===== src/rtl/simd_ld_sequencer.sv =====
// SIMD load sequencer: for one SIMD operation, walks LANES element lanes and drives
// the S/T/D address-register load strobes, the shared address bus, the memory
// read/write requests and the ALU enable. All outputs are registered.
module simd_ld_sequencer #(
    parameter int LANES  = 4,
    parameter int STRIDE = 4,
    parameter int CNT_W  = 3
) (
    input  logic             clk,
    input  logic             reset,
    input  logic             start,
    input  logic [31:0]      s_base,
    input  logic [31:0]      t_base,
    input  logic [31:0]      d_base,
    input  logic [4:0]       fs_in,
    input  logic             mem_ack,
    output logic             busy,
    output logic             done,
    output logic             s_ld,
    output logic             t_ld,
    output logic             d_ld,
    output logic [31:0]      addrs,
    output logic [4:0]       fs,
    output logic [CNT_W-1:0] lane,
    output logic             mem_rd,
    output logic             mem_wr,
    output logic             alu_en
);

    typedef enum logic [2:0] {
        IDLE = 3'd0,
        LD_S = 3'd1,
        LD_T = 3'd2,
        RD   = 3'd3,
        EXEC = 3'd4,
        LD_D = 3'd5,
        WR   = 3'd6,
        DONE = 3'd7
    } state_t;

    state_t           r_state;
    logic [31:0]      r_s_base;
    logic [31:0]      r_t_base;
    logic [31:0]      r_d_base;
    logic [31:0]      r_off;
    logic [4:0]       r_fs;
    logic [CNT_W-1:0] r_lane;
    logic             r_busy;
    logic             r_done;
    logic             r_s_ld;
    logic             r_t_ld;
    logic             r_d_ld;
    logic [31:0]      r_addrs;
    logic             r_mem_rd;
    logic             r_mem_wr;
    logic             r_alu_en;

    logic             w_last_lane;
    logic [31:0]      w_next_off;

    assign w_last_lane = (r_lane == CNT_W'(LANES - 1));
    // Offset of the following lane; addresses wrap modulo 2^32 by construction.
    assign w_next_off  = r_off + 32'(STRIDE);

    // Sequencer FSM: outputs are computed for the state being entered so they
    // appear registered in the same cycle as that state.
    always_ff @(posedge clk) begin
        if (reset) begin
            r_state  <= IDLE;
            r_s_base <= '0;
            r_t_base <= '0;
            r_d_base <= '0;
            r_off    <= '0;
            r_fs     <= '0;
            r_lane   <= '0;
            r_busy   <= 1'b0;
            r_done   <= 1'b0;
            r_s_ld   <= 1'b0;
            r_t_ld   <= 1'b0;
            r_d_ld   <= 1'b0;
            r_addrs  <= '0;
            r_mem_rd <= 1'b0;
            r_mem_wr <= 1'b0;
            r_alu_en <= 1'b0;
        end else begin
            // Single-cycle outputs default low; the bus is 0 whenever no strobe is up.
            r_s_ld   <= 1'b0;
            r_t_ld   <= 1'b0;
            r_d_ld   <= 1'b0;
            r_addrs  <= '0;
            r_alu_en <= 1'b0;
            r_done   <= 1'b0;
            case (r_state)
                IDLE: begin
                    if (start) begin
                        r_s_base <= s_base;
                        r_t_base <= t_base;
                        r_d_base <= d_base;
                        r_fs     <= fs_in;
                        r_lane   <= '0;
                        r_off    <= '0;
                        r_busy   <= 1'b1;
                        r_s_ld   <= 1'b1;
                        r_addrs  <= s_base;
                        r_state  <= LD_S;
                    end
                end
                LD_S: begin
                    r_t_ld  <= 1'b1;
                    r_addrs <= r_t_base + r_off;
                    r_state <= LD_T;
                end
                LD_T: begin
                    r_mem_rd <= 1'b1;
                    r_state  <= RD;
                end
                RD: begin
                    if (mem_ack) begin
                        r_mem_rd <= 1'b0;
                        r_alu_en <= 1'b1;
                        r_state  <= EXEC;
                    end
                end
                EXEC: begin
                    r_d_ld  <= 1'b1;
                    r_addrs <= r_d_base + r_off;
                    r_state <= LD_D;
                end
                LD_D: begin
                    r_mem_wr <= 1'b1;
                    r_state  <= WR;
                end
                WR: begin
                    if (mem_ack) begin
                        r_mem_wr <= 1'b0;
                        if (w_last_lane) begin
                            r_done  <= 1'b1;
                            r_state <= DONE;
                        end else begin
                            r_lane  <= r_lane + CNT_W'(1);
                            r_off   <= w_next_off;
                            r_s_ld  <= 1'b1;
                            r_addrs <= r_s_base + w_next_off;
                            r_state <= LD_S;
                        end
                    end
                end
                DONE: begin
                    r_busy  <= 1'b0;
                    r_state <= IDLE;
                end
                default: begin
                    r_busy   <= 1'b0;
                    r_mem_rd <= 1'b0;
                    r_mem_wr <= 1'b0;
                    r_state  <= IDLE;
                end
            endcase
        end
    end

    assign busy   = r_busy;
    assign done   = r_done;
    assign s_ld   = r_s_ld;
    assign t_ld   = r_t_ld;
    assign d_ld   = r_d_ld;
    assign addrs  = r_addrs;
    assign fs     = r_fs;
    assign lane   = r_lane;
    assign mem_rd = r_mem_rd;
    assign mem_wr = r_mem_wr;
    assign alu_en = r_alu_en;

endmodule


===== config.mk =====
export PLATFORM = sky130hd
export DESIGN_NAME = simd_ld_sequencer
export DESIGN_NICKNAME = d
export VERILOG_FILES = /design/src/rtl/simd_ld_sequencer.sv
export SDC_FILE = /design/constraint.sdc
export NUM_CORES = 1
export LEC_CHECK = 0
export ABC_AREA = 1
export CORE_MARGIN = 2
export CORE_UTILIZATION = 45
export CTS_BUF_LIST = sky130_fd_sc_hd__clkbuf_8
export CTS_CLUSTER_SIZE = 40
export DETAILED_ROUTE_END_ITERATION = 10
export PLACE_DENSITY = 0.67
export SLEW_MARGIN = 20
export SYNTH_ARGS = -nofsm -noshare
export SYNTH_HDL_FRONTEND = slang
export SYNTH_SLANG_ARGS = --single-unit
export TNS_END_PERCENT = 1

===== constraint.sdc =====
create_clock -name clk -period 4.26 [get_ports clk]
set_clock_uncertainty 0.15 [all_clocks]
set_input_delay 0.852 -clock clk [delete_from_list [all_inputs] [get_ports clk]]
set_output_delay 0.852 -clock clk [all_outputs]
set_load 0.005 [all_outputs]

==> results of run 1 <==
[worst paths after layout]
kind,depth (start not counted),to,startpoint,slack (ns)
worst max-delay path,20,addrs[27],r_off[2],0.51
worst max register to register,20,addrs[27],r_off[2],0.51
worst min-delay path,2,r_d_base[22],r_d_base[22],0.30
worst min register to register,2,r_d_base[22],r_d_base[22],0.30
[Yosys cell counts, types with 2 or more instances]
master	count	area, um^2
sky130_fd_sc_hd__inv_1	253	949.7
sky130_fd_sc_hd__a21oi_1	195	975.9
sky130_fd_sc_hd__clkbuf_1	41	153.9
sky130_fd_sc_hd__nor2_4	5	56.30
sky130_fd_sc_hd__nand2_2	7	43.79
sky130_fd_sc_hd__nand4_1	22	137.6
sky130_fd_sc_hd__nand3_1	124	620.6
sky130_fd_sc_hd__xnor2_1	11	96.34
sky130_fd_sc_hd__nand3_2	2	20.02
sky130_fd_sc_hd__a21oi_2	3	26.28
sky130_fd_sc_hd__xor2_1	17	148.9
sky130_fd_sc_hd__and2_1	4	25.02
sky130_fd_sc_hd__nor2_1	118	442.9
sky130_fd_sc_hd__a31oi_1	4	25.02
sky130_fd_sc_hd__o21ai_1	6	30.03
sky130_fd_sc_hd__buf_1	2	7.510
sky130_fd_sc_hd__nand3b_1	13	97.59
sky130_fd_sc_hd__o21bai_1	11	82.58
sky130_fd_sc_hd__inv_2	7	26.28
sky130_fd_sc_hd__buf_2	14	70.07
sky130_fd_sc_hd__dfxtp_1	177	3543
sky130_fd_sc_hd__nand2_4	2	22.52
sky130_fd_sc_hd__o21ai_0	86	430.4
sky130_fd_sc_hd__or2_2	8	50.05
sky130_fd_sc_hd__nand2_1	668	2507
sky130_fd_sc_hd__clkinv_1	2	7.510
sky130_fd_sc_hd__nor2_2	2	12.51
sky130_fd_sc_hd__o21a_1	3	22.52
sky130_fd_sc_hd__o22ai_1	2	12.51
sky130_fd_sc_hd__nor4_1	4	25.02
sky130_fd_sc_hd__ha_1	68	850.8
sky130_fd_sc_hd__nor3_1	10	50.05
sky130_fd_sc_hd__nor3_4	2	32.53
[power breakdown]
group	internal, uW	switching [uW]	leakage [uW]	total, uW
Sequential	1940	130	0.00145	2070
Clock	446	770	0.000204	1220
Combinational	683	1170	0.00503	1850
[per-layer routing]
| layer | wire [um] | up-vias | share of wire (%) |
|---|---|---|---|
| li1 | - | 6306 | - |
| met1 | 17840 | 5560 | 48 |
| met2 | 16460 | 371 | 44 |
| met3 | 2403 | 48 | 6.4 |
| met4 | 846 | 0 | 2.3 |
| met5 | 0 | - | 0 |
[stage by stage]
step	hold WS (ns)	std cells	worst slack [ns]
detailed placement	0.2887	2344	0.5908
floorplan	0.2745	1907	1.302
global route	0.3216	2376	0.3137
global placement	0.2836	2344	0.6368
CTS	0.3057	2376	0.5794
finish	0.3029	2376	0.5081
[sequential cells by signal, indices dropped and copies added, names as in the netlist]
register,flops
addrs,32
alu_en,1
busy,1
d_ld,1
done,1
fs,5
lane,3
mem_rd,1
mem_wr,1
r_d_base,32
r_off,30
r_s_base,32
r_state,3
r_t_base,32
s_ld,1
t_ld,1
[final cells by class]
cell class	instances	share of cell area [%]
inverters	262	7.049
well taps	335	3.004
repair buffers	160	11.59
clock inverters	15	1.220
flip-flops and latches	177	25.40
multi-input cells	1410	50.06
clock buffers	17	1.677
[critical path: cells and delay by family (launching register included)]
kind	cells	cell delay [ns]
flip-flops	1	0.47
AND/OR/NAND/NOR	13	1.58
buffers and inverters	3	0.24
adder cells (fa/ha/maj)	2	0.58
AO/OA/AOI/OAI	2	0.66
[cells by family (layout without fill, tap and decap cells)]
| family | after synthesis | count (layout) | share of synthesized area (%) |
|---|---|---|---|
| AO/OA/AOI/OAI | 317 | 317 | 14.15 |
| XOR/XNOR | 30 | 30 | 2.365 |
| adder cells (fa/ha/maj) | 68 | 68 | 7.245 |
| buffers and inverters | 320 | 454 | 10.44 |
| flip-flops | 177 | 177 | 30.17 |
| other | 1 | 1 | 0.03193 |
| AND/OR/NAND/NOR | 994 | 994 | 35.60 |
==> impl_summary.txt, run 1 <==
----------------------------------------------------
[Placed design]
  Half-perimeter wire length of the detailed placement result ... 29.12 mm
  Total of buffers placed on input and output ports ... 152
  Total cell area at the placement stage ... 13,550 um^2
  Placer congestion estimate ... 0.9328

[Global route]
  Antenna violations before repair ... 0
  Pin count of the biggest net entering global routing ... 109
  Via count of the first global-routing pass ... 11,120
  Wire length of the first global-routing pass ... 58.05 mm
  Congestion Overflow GR ... 0
  Total global-route track usage ... 27.56%
  Met2 Use GR ... 43.61%
  Met1 Usage GRT ... 39.41%
  Peak-usage layer in the global routing report ... met2
  Routing usage on met3 ... 3.621%

[Clock tree]
  Post-cts gate resize count ... 0
  Post-CTS setup repair buffer count ... 0
  Worst-Skew Late Latency ... 0.48 ns
  Master cell of the clock root buffer ... sky130_fd_sc_hd__clkbuf_8
  Worst-case clock buffer depth ... 2
  CTS Buf Count ... 17
  H-tree levels ... 4
  Clock Sink Count ... 177
  Hold-fix buffers, CTS ... 0
  Clock-pin slew reported for the worst setup and hold paths after clock tree synthesis ... 0.11 ns
  Clock tree from TritonCTS ... built

[Yosys]
  YS warnings ... 0
  Synthesized area per cell ... 6.158 um^2
  Synthesized area ... 11,740 um^2
  Number of distinct standard cells referenced by the synthesized netlist ... 47
  Count of flip-flops with a built-in enable after synthesis ... 0
  Net count after synthesis ... 2,080
  Share of flip-flops with an asynchronous set or reset after synthesis ... 0%
  Part of the Yosys area used for sequential elements ... 30.17%
  Synth Instances ... 1,907
  Number of storage elements in the synthesis netlist ... 177
  Most used flip-flop cell after synthesis ... sky130_fd_sc_hd__dfxtp_1

[Floorplan]
  Die ar. ... 27,410 um^2
  I/O pin total ... 153
  Starting density of the core ... 45.45%
  Number of core rows ... 59
  Placeable core region ... 25,840 um^2
  Chip width ... 165.5 um
  Chip Height ... 165.5 um

[Critical path]
  Critical Path End Type ... register
  Crit-path cells ... ha_1 > inv_1 > nor3_4 > nand2_2 > nor2_4 > nand2_4 > inv_2 > nand3_1 > and2_1 > ha_1 > a21oi_1 > nand2_1 > a21oi_1 > nor2_1 > nor2_1 > nand3_1 > nand3_1 > nand3_1 > nand2_1 > inv_1
  Kind of critical path ... register to register
  Critical path data required time ... 4.50 ns
  Highest-delay cell along the critical path ... sky130_fd_sc_hd__dfxtp_1
  Highest net fanout along the worst path ... 6
  Crit-path most repeated cell ... sky130_fd_sc_hd__nand3_1
  Crit path DAT ... 3.99 ns
  Maximum single-stage delay on the critical path ... 0.47 ns
  Type of origin of the critical path ... register

[Timing]
  Total setup violations reported at the end of the flow ... 0
  Measured slew at the worst slew-check pin ... 0.8205 ns
  Fin crit period ... 3.752 ns
  Final Slew Violations ... 0
  Post-Route Setup TNS ... 0 ns
  Tightest slew margin relative to the limit ... 45.30%
  Fin. Hold Viols ... 0
  Setup repair after global routing missed its margin ... no
  Peak clock frequency supported by timing ... 0.2665 GHz
  Period utilisation layout ... 88.07%

[Final layout]
  Commonest non-fill, non-tap cells in the layout ... 667 x sky130_fd_sc_hd__nand2_1, 253 x sky130_fd_sc_hd__inv_1, 195 x sky130_fd_sc_hd__a21oi_1
  Fraction of layout instances using a drive strength above 1 ... 4.263%
  Utilization after layout ... 54.00%
  Count of inserted antenna diode cells ... 0
  Register area ... 3543 um^2
  Commonest non-fill, non-tap cell in the layout ... sky130_fd_sc_hd__nand2_1
  Footprint of the multi-input gates ... 6984 um^2
  Total non-filler cell area in the finished layout ... 13,950 um^2
  Synth-to-layout area growth ... 18.79%
  Filler cell count in the final layout ... 2,738
  Layout Nets ... 2,201

[Route]
  Vias after detailed routing ... 12,290
  Avg Vias per Cell ... 5.170
  ANT nets after route ... 0
  First-pass iteration count of the detailed router ... 5
  DRC errors left ... 0
  DRT Wirelength ... 37.55 mm
  WL per Instance ... 15.81 um
  Iteration-0 DRC Markers ... 903

[Power and ir drop]
  Maximum resistive drop on vdd ... 341.7 uV
  Total power draw ... 5139 uW
  Power density over the cells ... 368.3 nW/um^2
  Leak ... 0.006676 uW

[Status]
  Outcome ... finished clean

[Min path]
  Class of the worst hold path ... register to register

[Job]
  Maximum capacitance violations ... 0

----------------------------------------------------
Note: power is estimated with default switching activity, not from simulation.
==> inputs of run 2 (changes only) <==
CTS_CLUSTER_SIZE = 14   (was 40)
==> results of run 2 <==
Final layout, timing and power as in run 1 (identical DEF).
